### config.mk
export PLATFORM = sky130hd
export DESIGN_NAME = norm_divide
export DESIGN_NICKNAME = d
export VERILOG_FILES = /design/src/rtl/norm_pkg.sv /design/src/rtl/norm_seq_div.sv /design/src/rtl/norm_divide.sv
export SDC_FILE = /design/constraint.sdc
export NUM_CORES = 1
export LEC_CHECK = 0
export ABC_AREA = 0
export BUFFER_PORTS_ARGS = -buffer_cell sky130_fd_sc_hd__buf_4
export CAP_MARGIN = 20
export CORE_MARGIN = 2
export CORE_UTILIZATION = 55
export CTS_CLUSTER_SIZE = 14
export DETAILED_ROUTE_END_ITERATION = 10
export PLACE_DENSITY_LB_ADDON = 0.05
export SLEW_MARGIN = 10
export SYNTH_ARGS = -nofsm -noshare
export SYNTH_HDL_FRONTEND = slang
export SYNTH_SLANG_ARGS = --single-unit
### constraint.sdc
create_clock -name clk -period 3.3 [get_ports clk]
set_clock_uncertainty 0.05 [all_clocks]
set_input_delay 0.165 -clock clk [delete_from_list [all_inputs] [get_ports clk]]
set_output_delay 0.165 -clock clk [all_outputs]
set_load 0.02 [all_outputs]
### src/rtl/norm_pkg.sv
`default_nettype none
// +----------------------------------------------------------------------------+
// | Module      : norm_pkg                                                     |
// | Description : Shared constants, FSM encoding and saturation helper for the |
// |               block normalization divider.                                 |
// | Revision    : 1.0 - initial release                                        |
// +----------------------------------------------------------------------------+
package norm_pkg;

    localparam int N          = 9;
    localparam int CW         = 8;
    localparam int MW         = 16;
    localparam int FRAC       = 8;
    localparam int QW         = FRAC + 1;
    localparam int DIV_CYCLES = CW + FRAC;
    localparam int IDX_W      = 4;
    localparam int CNT_W      = $clog2(DIV_CYCLES);

    localparam logic [IDX_W-1:0] LAST_IDX = IDX_W'(N - 1);
    localparam logic [QW-1:0]    Q_ONE    = {1'b1, {FRAC{1'b0}}};

    typedef logic [1:0] state_t;
    localparam state_t ST_IDLE = 2'd0;
    localparam state_t ST_LOAD = 2'd1;
    localparam state_t ST_DIV  = 2'd2;
    localparam state_t ST_EMIT = 2'd3;

    // Quotients above 1.0 can only come from truncated magnitudes upstream;
    // they clamp to exactly 1.0. A zero divisor yields an all-ones quotient,
    // which is forced to zero instead.
    function automatic logic [QW-1:0] sat_quotient(
        input logic [DIV_CYCLES-1:0] q,
        input logic                  zero_div
    );
        logic [QW-1:0] res;
        if (zero_div) begin
            res = '0;
        end else if (q > {{(DIV_CYCLES-QW){1'b0}}, Q_ONE}) begin
            res = Q_ONE;
        end else begin
            res = q[QW-1:0];
        end
        return res;
    endfunction

endpackage
`default_nettype wire

### src/rtl/norm_seq_div.sv
`default_nettype none
// +----------------------------------------------------------------------------+
// | Module      : norm_seq_div                                                 |
// | Description : Restoring unsigned divider, one quotient bit per clock,      |
// |               MSB first, restarted by a load strobe.                       |
// | Revision    : 1.0 - initial release                                        |
// +----------------------------------------------------------------------------+
module norm_seq_div
    import norm_pkg::*;
(
    input  logic                  clk,
    input  logic                  rst,
    input  logic                  load,
    input  logic [DIV_CYCLES-1:0] dividend,
    input  logic [MW-1:0]         divisor,
    output logic [DIV_CYCLES-1:0] quotient,
    output logic                  last_step,
    output logic                  q_ready
);

    localparam logic [CNT_W-1:0] c_CNT_START = CNT_W'(DIV_CYCLES - 1);

    logic [DIV_CYCLES-1:0] r_dvd;
    logic [MW-1:0]         r_rem;
    logic [DIV_CYCLES-1:0] r_quo;
    logic [CNT_W-1:0]      r_cnt;
    logic                  r_run;
    logic                  r_ready;

    logic [MW:0]           w_trial;
    logic                  w_ge;
    logic [MW-1:0]         w_diff;

    // The MW+1-bit partial remainder exists only as the trial value; once
    // reduced it is always below the divisor and fits back into MW bits.
    assign w_trial = {r_rem, r_dvd[DIV_CYCLES-1]};
    assign w_ge    = (w_trial >= {1'b0, divisor});
    assign w_diff  = w_trial[MW-1:0] - divisor;

    always_ff @(posedge clk) begin
        if (rst) begin
            r_dvd   <= '0;
            r_rem   <= '0;
            r_quo   <= '0;
            r_cnt   <= '0;
            r_run   <= 1'b0;
            r_ready <= 1'b0;
        end else if (load) begin
            r_dvd   <= dividend;
            r_rem   <= '0;
            r_quo   <= '0;
            r_cnt   <= c_CNT_START;
            r_run   <= 1'b1;
            r_ready <= 1'b0;
        end else if (r_run) begin
            r_dvd <= {r_dvd[DIV_CYCLES-2:0], 1'b0};
            r_rem <= w_ge ? w_diff : w_trial[MW-1:0];
            r_quo <= {r_quo[DIV_CYCLES-2:0], w_ge};
            if (r_cnt == '0) begin
                r_run   <= 1'b0;
                r_ready <= 1'b1;
            end else begin
                r_cnt <= r_cnt - 1'b1;
            end
        end
    end

    assign quotient  = r_quo;
    assign last_step = r_run && (r_cnt == '0);
    assign q_ready   = r_ready;

endmodule
`default_nettype wire

### src/rtl/norm_divide.sv
`default_nettype none
// +----------------------------------------------------------------------------+
// | Module      : norm_divide                                                  |
// | Description : Divides the 9 block components by the root magnitude and    |
// |               streams unsigned Q1.FRAC results, one per strobe.            |
// | Revision    : 1.0 - initial release                                        |
// +----------------------------------------------------------------------------+
module norm_divide
    import norm_pkg::*;
(
    input  logic                clk,
    input  logic                rst,
    input  logic                start,
    input  logic [N*CW-1:0]     comp_flat,
    input  logic [MW-1:0]       magnitude,
    output logic                busy,
    output logic                out_valid,
    output logic [IDX_W-1:0]    out_idx,
    output logic [QW-1:0]       out_q,
    output logic                done
);

    state_t                r_state;
    logic [CW-1:0]         r_comp [N];
    logic [MW-1:0]         r_mag;
    logic [IDX_W-1:0]      r_k;
    logic [IDX_W-1:0]      r_out_idx;
    logic [QW-1:0]         r_out_q;

    logic                  w_div_load;
    logic [DIV_CYCLES-1:0] w_dividend;
    logic [DIV_CYCLES-1:0] w_quo;
    logic                  w_last_step;
    logic                  w_q_ready;
    logic [QW-1:0]         w_q_final;
    logic                  w_emit;

    assign w_div_load = (r_state == ST_LOAD);
    assign w_dividend = {r_comp[r_k], {FRAC{1'b0}}};

    norm_seq_div u_div (
        .clk       (clk),
        .rst       (rst),
        .load      (w_div_load),
        .dividend  (w_dividend),
        .divisor   (r_mag),
        .quotient  (w_quo),
        .last_step (w_last_step),
        .q_ready   (w_q_ready)
    );

    assign w_q_final = sat_quotient(w_quo, (r_mag == '0));

    always_ff @(posedge clk) begin
        if (rst) begin
            r_state   <= ST_IDLE;
            r_mag     <= '0;
            r_k       <= '0;
            r_out_idx <= '0;
            r_out_q   <= '0;
            for (int i = 0; i < N; i++) begin
                r_comp[i] <= '0;
            end
        end else begin
            case (r_state)
                ST_IDLE: begin
                    if (start) begin
                        for (int i = 0; i < N; i++) begin
                            r_comp[i] <= comp_flat[i*CW +: CW];
                        end
                        r_mag   <= magnitude;
                        r_k     <= '0;
                        r_state <= ST_LOAD;
                    end
                end
                ST_LOAD: begin
                    r_state <= ST_DIV;
                end
                ST_DIV: begin
                    if (w_last_step) begin
                        r_state <= ST_EMIT;
                    end
                end
                ST_EMIT: begin
                    r_out_idx <= r_k;
                    r_out_q   <= w_q_final;
                    if (r_k == LAST_IDX) begin
                        r_state <= ST_IDLE;
                    end else begin
                        r_k     <= r_k + 1'b1;
                        r_state <= ST_LOAD;
                    end
                end
                default: begin
                    r_state <= ST_IDLE;
                end
            endcase
        end
    end

    // During EMIT the fresh quotient is presented directly; the held copies
    // keep the outputs stable between strobes.
    assign w_emit    = (r_state == ST_EMIT) && w_q_ready;
    assign out_valid = w_emit;
    assign done      = w_emit && (r_k == LAST_IDX);
    assign busy      = (r_state != ST_IDLE);
    assign out_idx   = w_emit ? r_k : r_out_idx;
    assign out_q     = w_emit ? w_q_final : r_out_q;

endmodule
`default_nettype wire

==> metrics, run 1 <==
status=complete, no violations; simple-gate share of the synthesized area=0.1780; cell chain of the critical path=ha_1 > buf_4 > nand2_1 > inv_1 > mux2_2 > buf_4; Critical Path AT=2460 ps; CP required=3080 ps; proportion of synthesized area in mux cells=0.1063; share of the synthesized area in the top cell type=0.2788; clk buf depth=2; crit end category=primary output; Layout area overhead=30.84%; Final Setup Violations=0; flop-to-flop setup slack=810 ps; Max-Cap Viols=0; met3 GRT Util=0.06320; Die X=122.7 um; Post-DRT Antenna Nets=0; post-layout min period=2670 ps; busiest grt layer=met2; root buf cell=clkbuf_16; syn nets=868; final setup margin=629.7 ps; DRC errors left=0; PortBufs=106; yosys warns=0; Routed WL=18900 um; die height=122.7 um; Seq/Total Area, Yosys=0.4983; post-synthesis adder-cell area fraction=0.04131; Multi-input gate area=3582 um^2; final number of hold-violating endpoints=0; largest family of logic cells by synthesized area=simple AND/OR/NAND/NOR gates; CP peak stage delay=480 ps; largest net degree at the start of global routing=52; GRT met2 Usage=0.4527; via count=6178; global route overflow=0; sequential cell area=3865 um^2; crit path max fanout=27; number of unique standard cell types used by synthesis=61; drt pass-1 iters=5; max_slew headroom=0.4938; number of flops mapped to enable cells by yosys=72; Fmax=0.3745 GHz; Final Slew Violations=0; Async SR Flop Fraction=0; RSZ-0062 raised after global routing=no; Top FF cell, synth=dfxtp_1; count of boundary I/O pins=107; post-synthesis xor/xnor area fraction=0.01468; largest cells by area after synthesis=edfxtp_1 28%, dfxtp_1 22%, and2_1 5.9%; Synth area leader=edfxtp_1; final worst path period share=0.8092; Placer Congestion=0.9033; PD cells=813.0 nW/um^2; CTS Sinks=157; crit path kind=reg2out; r2r startpoint=r_mag[9]; Worst Hold Path Cells=4; routed len/inst=16.82 um; Hold Crit Start=start; critical path startpoint category=flop; first-pass GRT wire length=30560 um; synthesized area=7754 um^2; CTS tree=yes; critical path's most frequent cell=buf_4; Leak=4.030 nW; overall global routing resource usage=0.2658; cells on worst reg2reg path=9; setup tns final=0 ps; post-synthesis instance total=752; met1 Use GR=0.3121; Compound-Gate Fraction of Synth Area=0.1197; FILL cells=932; VDD IR-drop max=0.0004812 V; Core Rows=43; RR Endpoint=u_div.r_rem[10]; most common cell after layout, fill and taps aside=buf_4; Initial Utilization=0.5608; most frequent cells in the layout=115 x buf_4, 88 x dlygate4sd3_1, 84 x dfxtp_1; post-cts resize count=0; initial antenna violation count=1; Slowest cell on crit path=nand2_1; Num CTS Buffers=17; DP Wirelength=11680 um; #FFs+latches synth=157; dpl ws=842.3 ps; share of layout cells above drive strength 1=0.1930; worst hold path type=in2reg; WHS Endpoint=r_k[1]; Worst-Margin Slew=758.3 ps; Clk pin slew, worst setup/hold paths=60 ps; vias in the first global route=6312; nets@finish=1046; drt via density=5.496; Mapped Avg Cell Area=10.31 um^2; worst skew pair latency=430 ps; H-tree levels=4; core region area=13830 um^2; DR iter-0 viols=265; die footprint=15060 um^2
-- cell usage after synthesis (4+ instances only) --
master	n
a211oi_1	18
a21oi_1	62
and2_1	73
buf_1	5
buf_2	5
clkbuf_1	33
dfxtp_1	85
edfxtp_1	72
ha_1	24
inv_1	34
mux2i_1	43
mux4_2	16
nand2_1	74
nand2b_1	14
nand3_1	14
nand4_1	5
nor2_1	55
nor2b_1	9
nor4_1	9
o21ai_0	27
o31ai_1	5
xnor2_1	9
xor2_1	4
-- sequential cells by signal (all words and copies together) (netlist names), named ones only --
signal          flops
r_comp             72
r_mag              16
u_div.quotient     16
u_div.r_rem        16
r_out_q             9
u_div.r_dvd         8
r_k                 4
r_out_idx           4
u_div.r_cnt         4
r_state             2
u_div.q_ready       1
u_div.r_run         1
-- worst max-delay path: cells and delay by family (launching register included) --
kind / cells / cell delay (ps)
DFF: 1 / 390
adders and majority gates: 1 / 160
buffers and inverters: 3 / 640
and+or+nand+nor: 1 / 480
muxes: 1 / 350
-- cell type report --
cell class                      count  share of cell area
Clock inverter                     11             0.01048
Sequential cell                   157              0.3810
Clock buffer                       21             0.04650
Timing Repair Buffer              204              0.1739
Multi-Input combinational cell    516              0.3531
Antenna cell                        1           0.0002467
Inverter                           34             0.01258
Tap cell                          180             0.02220
-- metrics by stage --
step	instances	power (mW)	utilization	area, um^2	hold WS [ps]
final	1124	8.247	0.7337	10140	147.4
after detailed placement	1003	6.224	0.6280	8683	383.3
after global routing	1124	8.776	0.7337	10140	176.6
after global placement	1003	6.121	0.6280	8683	364.5
after floorplan	752	5.542	-	7754	251.0
after CTS	1123	8.231	0.7335	10140	129.2
-- kinds of logic after synthesis --
| kind of cell | after synthesis |
|---|---|
| mux | 62 |
| flops | 157 |
| compound gates | 146 |
| fa+ha+maj | 25 |
| buf+inv | 79 |
| xor+xnor | 13 |
| simple gates | 270 |
-- layer usage --
metal	wire, um	share of wire
met5	0	0
met4	684	0.036
met1	7773	0.41
met3	735	0.039
met2	9711	0.51
-- worst max path at each step --
| stage | from | to | slack, ps |
|---|---|---|---|
| 2_1_floorplan | r_state[0] | r_comp[0][0] | 310 |
| 3_3_place_gp | r_mag[2] | u_div.r_rem[12] | 920 |
| 3_5_place_dp | r_mag[9] | u_div.r_rem[10] | 840 |
| 4_1_cts | r_state[1] | out_q[8] | 590 |
| 5_1_grt | r_state[1] | out_q[8] | 390 |
| 6_report | r_state[1] | out_q[8] | 630 |
-- what timing repair did --
action                    in CTS  in global routing
hold endpoints to repair      88                  0
buffers inserted               0                  0
hold buffers                  88                  0
-- report_power, final --
group	internal (mW)	leakage (nW)	switching (mW)	total [mW]
clock	1.11	0.277	0.805	1.92
sequential	2.51	1.47	0.252	2.76
combinational	1.54	2.29	2.03	3.57
(Power assumes the default switching activity.)
==> inputs of run 2 (changes only) <==
Settings changed: ABC_AREA 0 to 1, CORE_UTILIZATION 55 to 53.
Clock period 3.3 ns to 2.4 ns, I/O delays scaled along.
==> metrics, run 2 <==
status=complete, no violations (unchanged); Initial Utilization=0.5371 (was 0.5608); Fmax=0.4431 GHz; total power=13.31 mW (was 8.247 mW); nets@finish=1348 (was 1046); Clk pin slew, worst setup/hold paths=60 ps (about the same); core region area=15090 um^2 (was 13830 um^2); synthesized area=8105 um^2 (was 7754 um^2); DR iter-0 viols=503 (was 265); DRC errors left=0 (unchanged); Top FF cell, synth=dfxtp_1 (unchanged); drt pass-1 iters=7 (was 5); overall global routing resource usage=0.2568 (was 0.2658); Worst-Margin Slew=545.6 ps (was 758.3 ps); first-pass GRT wire length=33060 um (was 30560 um); drt via density=5.073 (was 5.496); PD cells=1244 nW/um^2 (was 813.0 nW/um^2); Hold Crit Start=comp_flat[71] (was start); max reg flops=72 (unchanged); CP Launch Point=r_mag[12] (was r_state[1]); Critical Path AT=2090 ps (was 2460 ps); RSZ-0062 raised after global routing=no (unchanged); Synth top cells by count=176 x inv_1, 173 x nand2_1, 143 x nor2_1 (was 85 x dfxtp_1, 74 x nand2_1, 73 x and2_1); final worst path period share=0.9403; die footprint=16300 um^2 (was 15060 um^2); global route overflow=0 (unchanged); via count=7269 (was 6178); Num CTS Buffers=17 (unchanged); Most flops, register=r_comp (unchanged); post-layout min period=2257 ps; H-tree levels=4 (unchanged); GRT met2 Usage=0.4372 (was 0.4527); busiest grt layer=met2 (unchanged); placed cells=1311 (was 1003); Routed WL=20100 um (was 18900 um); Mapped Avg Cell Area=7.839 um^2 (was 10.31 um^2); root buf cell=clkbuf_16 (unchanged); largest net degree at the start of global routing=46 (was 52); VDD IR-drop max=0.0008127 V (was 0.0004812 V); Seq/Total Area, Yosys=0.4767 (was 0.4983); Final Slew Violations=0 (unchanged); number of flops mapped to enable cells by yosys=72 (unchanged); clk buf depth=2 (unchanged); most frequent cells in the layout=176 x inv_1, 172 x nand2_1, 143 x nor2_1 (was 115 x buf_4, 88 x dlygate4sd3_1, 84 x dfxtp_1); Core Rows=45 (was 43); count leader, synth=inv_1 (was dfxtp_1); CTS tree=yes (unchanged); die height=127.7 um (was 122.7 um); post-synthesis instance total=1034 (was 752); CP required=2230 ps (was 3080 ps); crit path max fanout=9 (was 27); share of the synthesized area in the top cell type=0.2667 (was 0.2788); Max-Cap Viols=0 (unchanged); Async SR Flop Fraction=0 (unchanged); final number of hold-violating endpoints=0 (unchanged); r2r startpoint=r_state[0] (was r_mag[9]); share of layout cells above drive strength 1=0.1639 (was 0.1930); met1 Use GR=0.3360 (was 0.3121); worst skew pair latency=430 ps (about the same); Die X=127.7 um (was 122.7 um); Final Setup Violations=0 (unchanged); worst hold path type=in2reg (unchanged); critical path startpoint category=flop (unchanged); ant diodes=0 (was 1); initial antenna violation count=0 (was 1); Finished Layout Cells=1433 (was 1124); max_slew headroom=0.6329 (was 0.4938); Layout area overhead=31.99% (was 30.84%); PortBufs=106 (unchanged); met3 GRT Util=0.04466 (was 0.06320); Synth area leader=edfxtp_1 (unchanged); yosys warns=0 (unchanged); most common cell after layout, fill and taps aside=inv_1 (was buf_4); crit path kind=reg2out (unchanged); Post-DRT Antenna Nets=0 (unchanged); #FFs+latches synth=157 (unchanged); routed len/inst=14.03 um (was 16.82 um); CTS Sinks=157 (unchanged); setup tns final=0 ps (unchanged); Placer Congestion=0.9258 (was 0.9033); largest cells by area after synthesis=edfxtp_1 27%, dfxtp_1 21%, inv_1 8.2% (was edfxtp_1 28%, dfxtp_1 22%, and2_1 5.9%); number of unique standard cell types used by synthesis=44 (was 61); DP Wirelength=13230 um (was 11680 um); Leak=5.055 nW (was 4.030 nW); vias in the first global route=6992 (was 6312); syn nets=1150 (was 868); count of boundary I/O pins=107 (unchanged); crit end category=primary output (unchanged)
==> run 2: changes by cell type in the layout (fill, tap and decap cells not counted), sizes merged, moves of 42 or more <==
cell,before,now
o21ai,31,73
nand3,14,62
nor2,55,145
nand2,74,187
and2,73,0
inv,38,185
mux2i,43,0
==> run 2: layer usage <==
metal  vias up  wire length, um
met1      3332             9257
li1       3743                -
met2       170             9682
met3        24              862
met4         0              297
met5         -                0
==> run 2: worst paths after layout <==
check / endpoint / slack, ps / cells after the start
hold reg to reg: u_div.quotient[15] / 410 / 2
setup reg to reg: r_mag[0] / 150 / 6
hold / removal: r_comp[8][7] / 20 / 3
setup / recovery: out_q[3] / 140 / 6
==> run 2: area by class of cell <==
type	count	area, um^2
Tap cell	188	235.2
Clock buffer	23	509.2
Fill cell	1189	4392
Timing Repair Buffer	221	1947
Clock inverter	9	82.58
Inverter	187	701.9
Multi-Input combinational cell	648	3358
Sequential cell	157	3864
==> run 2: timing repair <==
action | 4_1_cts | 5_1_grt
hold buffers | 90 | 0
gates resized for setup | 0 | 2
buffers inserted | 0 | 0
hold endpoints to repair | 100 | 0
setup endpoints to repair | 0 | 8
==> run 2: logic make-up after synthesis <==
kind of cell | Yosys count | synth area share
buf+inv | 229 | 0.1131
fa+ha+maj | 25 | 0.03952
compound gates | 189 | 0.1286
flops | 157 | 0.4767
simple gates | 427 | 0.2345
xor+xnor | 7 | 0.007564
==> run 2: critical path, stage by stage, from the launching register on <==
cell	delay [ps]
dfxtp_1	310
nor4_1	520
nand4_1	240
buf_4	220
nand3_1	120
o21ai_0	80
buf_4	170
==> run 2: stage by stage <==
stage / setup WS (ps) / instance area, um^2 / hold slack [ps] / util
finish: 143.3 / 10700 / 15.48 / 0.7090
global route: 39.08 / 10700 / 41.10 / 0.7090
CTS: 117.8 / 10680 / 4.996 / 0.7080
detailed placement: 299.1 / 9191 / 324.3 / 0.6091
global placement: 306.8 / 9191 / 317.0 / 0.6091
floorplan: 93.89 / 8105 / 217.2 / -
==> run 2: power breakdown <==
| group | internal [mW] | switching [mW] | total (mW) |
|---|---|---|---|
| Clock | 1.60 | 1.09 | 2.68 |
| Sequential | 3.53 | 0.315 | 3.84 |
| Combinational | 2.38 | 4.40 | 6.79 |
==> inputs of run 3 (changes only) <==
Settings changed: CTS_CLUSTER_DIAMETER set to 80.
Clock period 2.4 ns to 2 ns, I/O delays scaled along.
==> metrics, run 3 (synthesized netlist as in run 2, its figures left out) <==
final number of hold-violating endpoints=0 (unchanged); CP bufs+invs=1 (was 2); DR iter-0 viols=587 (was 503); Initial Utilization=0.5371 (unchanged); via count=7511 (was 7269); final instance area=11330 um^2 (was 10700 um^2); max_slew headroom=0.6499 (was 0.6329); H-tree levels=4 (unchanged); most common cell after layout, fill and taps aside=inv_1 (unchanged); clk buf depth=2 (unchanged); family with the most delay on the worst path=simple AND/OR/NAND/NOR gates (unchanged); setup tns final=-1049 ps (was 0 ps); critical path startpoint category=flop (unchanged); Worst-Margin Slew=524.6 ps (was 545.6 ps); status=finished with violations (was complete, no violations); final worst path period share=1.078; RSZ-0062 raised after global routing=yes (was no); Layout area overhead=39.78% (was 31.99%); Most flops, register=r_comp (unchanged); drt via density=5.169 (was 5.073); worst skew pair latency=420 ps (was 430 ps); cell chain of the critical path=nor4_2 > nand2_1 > a21boi_4 > nand3_1 > o21ai_1 > buf_4 (was nor4_1 > nand4_1 > buf_4 > nand3_1 > o21ai_0 > buf_4); nets@finish=1368 (was 1348); crit end category=primary output (unchanged); CP Launch Point=u_div.quotient[1] (was r_mag[12]); core region area=15090 um^2 (unchanged); root buf cell=clkbuf_16 (unchanged); PortBufs=106 (unchanged); initial antenna violation count=0 (unchanged); CP peak stage delay=370 ps (was 520 ps); VDD IR-drop max=0.001395 V (was 0.0008127 V); failing checks=setup timing; post-layout min period=2155 ps; DP Wirelength=13420 um (was 13230 um); Post-DRT Antenna Nets=0 (unchanged); Placer Congestion=0.9190 (was 0.9258); DRC errors left=0 (unchanged); Clk pin slew, worst setup/hold paths=60 ps (about the same); Num CTS Buffers=17 (unchanged); Die X=127.7 um (unchanged); max reg flops=72 (unchanged); worst hold path type=in2reg (unchanged); count of boundary I/O pins=107 (unchanged); r2r startpoint=r_mag[5] (was r_state[0]); final setup margin=-155.4 ps (was 143.3 ps); share of layout cells above drive strength 1=0.2379 (was 0.1639); CTS Sinks=157 (unchanged); DP Area=9276 um^2 (was 9191 um^2); largest net degree at the start of global routing=53 (was 46); Slowest cell on crit path=dfxtp_1 (was nor4_1); Final Slew Violations=0 (unchanged); vias in the first global route=7011 (was 6992); routed len/inst=14.62 um (was 14.03 um); ant diodes=0 (unchanged); Critical Path AT=2010 ps (was 2090 ps); Max-Cap Viols=0 (unchanged); Hold Crit Start=comp_flat[41] (was comp_flat[71]); crit path kind=reg2out (unchanged); dpl ws=-22.89 ps (was 299.1 ps); Routed WL=21250 um (was 20100 um); die footprint=16300 um^2 (unchanged); Fmax=0.4639 GHz; Hold WS=24.76 ps (was 15.48 ps); most frequent cells in the layout=165 x inv_1, 163 x nand2_1, 140 x nor2_1 (was 176 x inv_1, 172 x nand2_1, 143 x nor2_1); Final Setup Violations=8 (was 0); first-pass GRT wire length=34170 um (was 33060 um); Core Rows=45 (unchanged); global route overflow=0 (unchanged); die height=127.7 um (unchanged); Leak=5.237 nW (was 5.055 nW); overall global routing resource usage=0.2643 (was 0.2568); PD cells=1566 nW/um^2 (was 1244 nW/um^2); CP required=1850 ps (was 2230 ps); drt pass-1 iters=6 (was 7); CTS tree=yes (unchanged); crit path max fanout=8 (was 9)
run 3: cell types whose count changed in the layout (fill, tap and decap cells not counted), sizes merged:
cell         delta
bufinv          +1
clkbuf          +3
dlygate4sd3     -1
nand2           +1
buf            +19
clkinv          -5
inv             +2
run 3: metrics by stage:
stage                     utilization  power [mW]  instances
after floorplan                     -       10.74       1034
after global placement         0.6148       12.47       1324
after detailed placement       0.6148       12.56       1324
after CTS                      0.7304       16.68       1448
after global routing           0.7508       19.01       1453
final                          0.7508       17.74       1453
run 3: what timing repair did:
item / CTS / global route
gates cloned: 2 / 2
pin swaps: 3 / 17
setup endpoints to repair: 25 / 33
endpoints found under the hold margin: 100 / 0
gates resized for setup: 41 / 68
hold buffers: 89 / 0
setup buffers: 1 / 3
run 3: cell type report:
cell class | instances | area (um^2)
repair buffers | 240 | 2132
fillers | 1145 | 3760
clock inverters | 7 | 97.59
flip-flops and latches | 157 | 3892
multi-input cells | 649 | 3751
inverters | 187 | 701.9
clock buffers | 25 | 519.2
well taps | 188 | 235.2
run 3: layer usage:
layer / track usage / vias to the layer above / share of wire
li1: - / 3786 / -
met5: 0 / - / 0
met2: 0.4407 / 202 / 0.49
met4: 0.08727 / 0 / 0.019
met3: 0.04215 / 36 / 0.041
met1: 0.3537 / 3487 / 0.45
run 3: worst paths after layout:
path                                        to  slack, ps  cells after the start
worst max-delay path                  out_q[2]       -160                      6
worst min-delay path              r_comp[5][1]         20                      3
worst max register to register  u_div.r_rem[7]          0                     15
worst min register to register  u_div.r_cnt[0]        420                      2
run 3: where the power goes:
group	total (mW)	switching (mW)	leakage (nW)	internal, mW
Clock	3.35	1.28	0.307	2.07
Combinational	9.67	5.78	3.46	3.89
Sequential	4.72	0.467	1.47	4.25
Total	17.7	7.53	5.24	10.2
run 3: worst reg2reg max path, delay by kind of cell, from the launching register on:
family,cells,cell delay [ps]
and+or+nand+nor,9,690
buffers and inverters,5,500
DFF,1,370
adders and majority gates,1,290
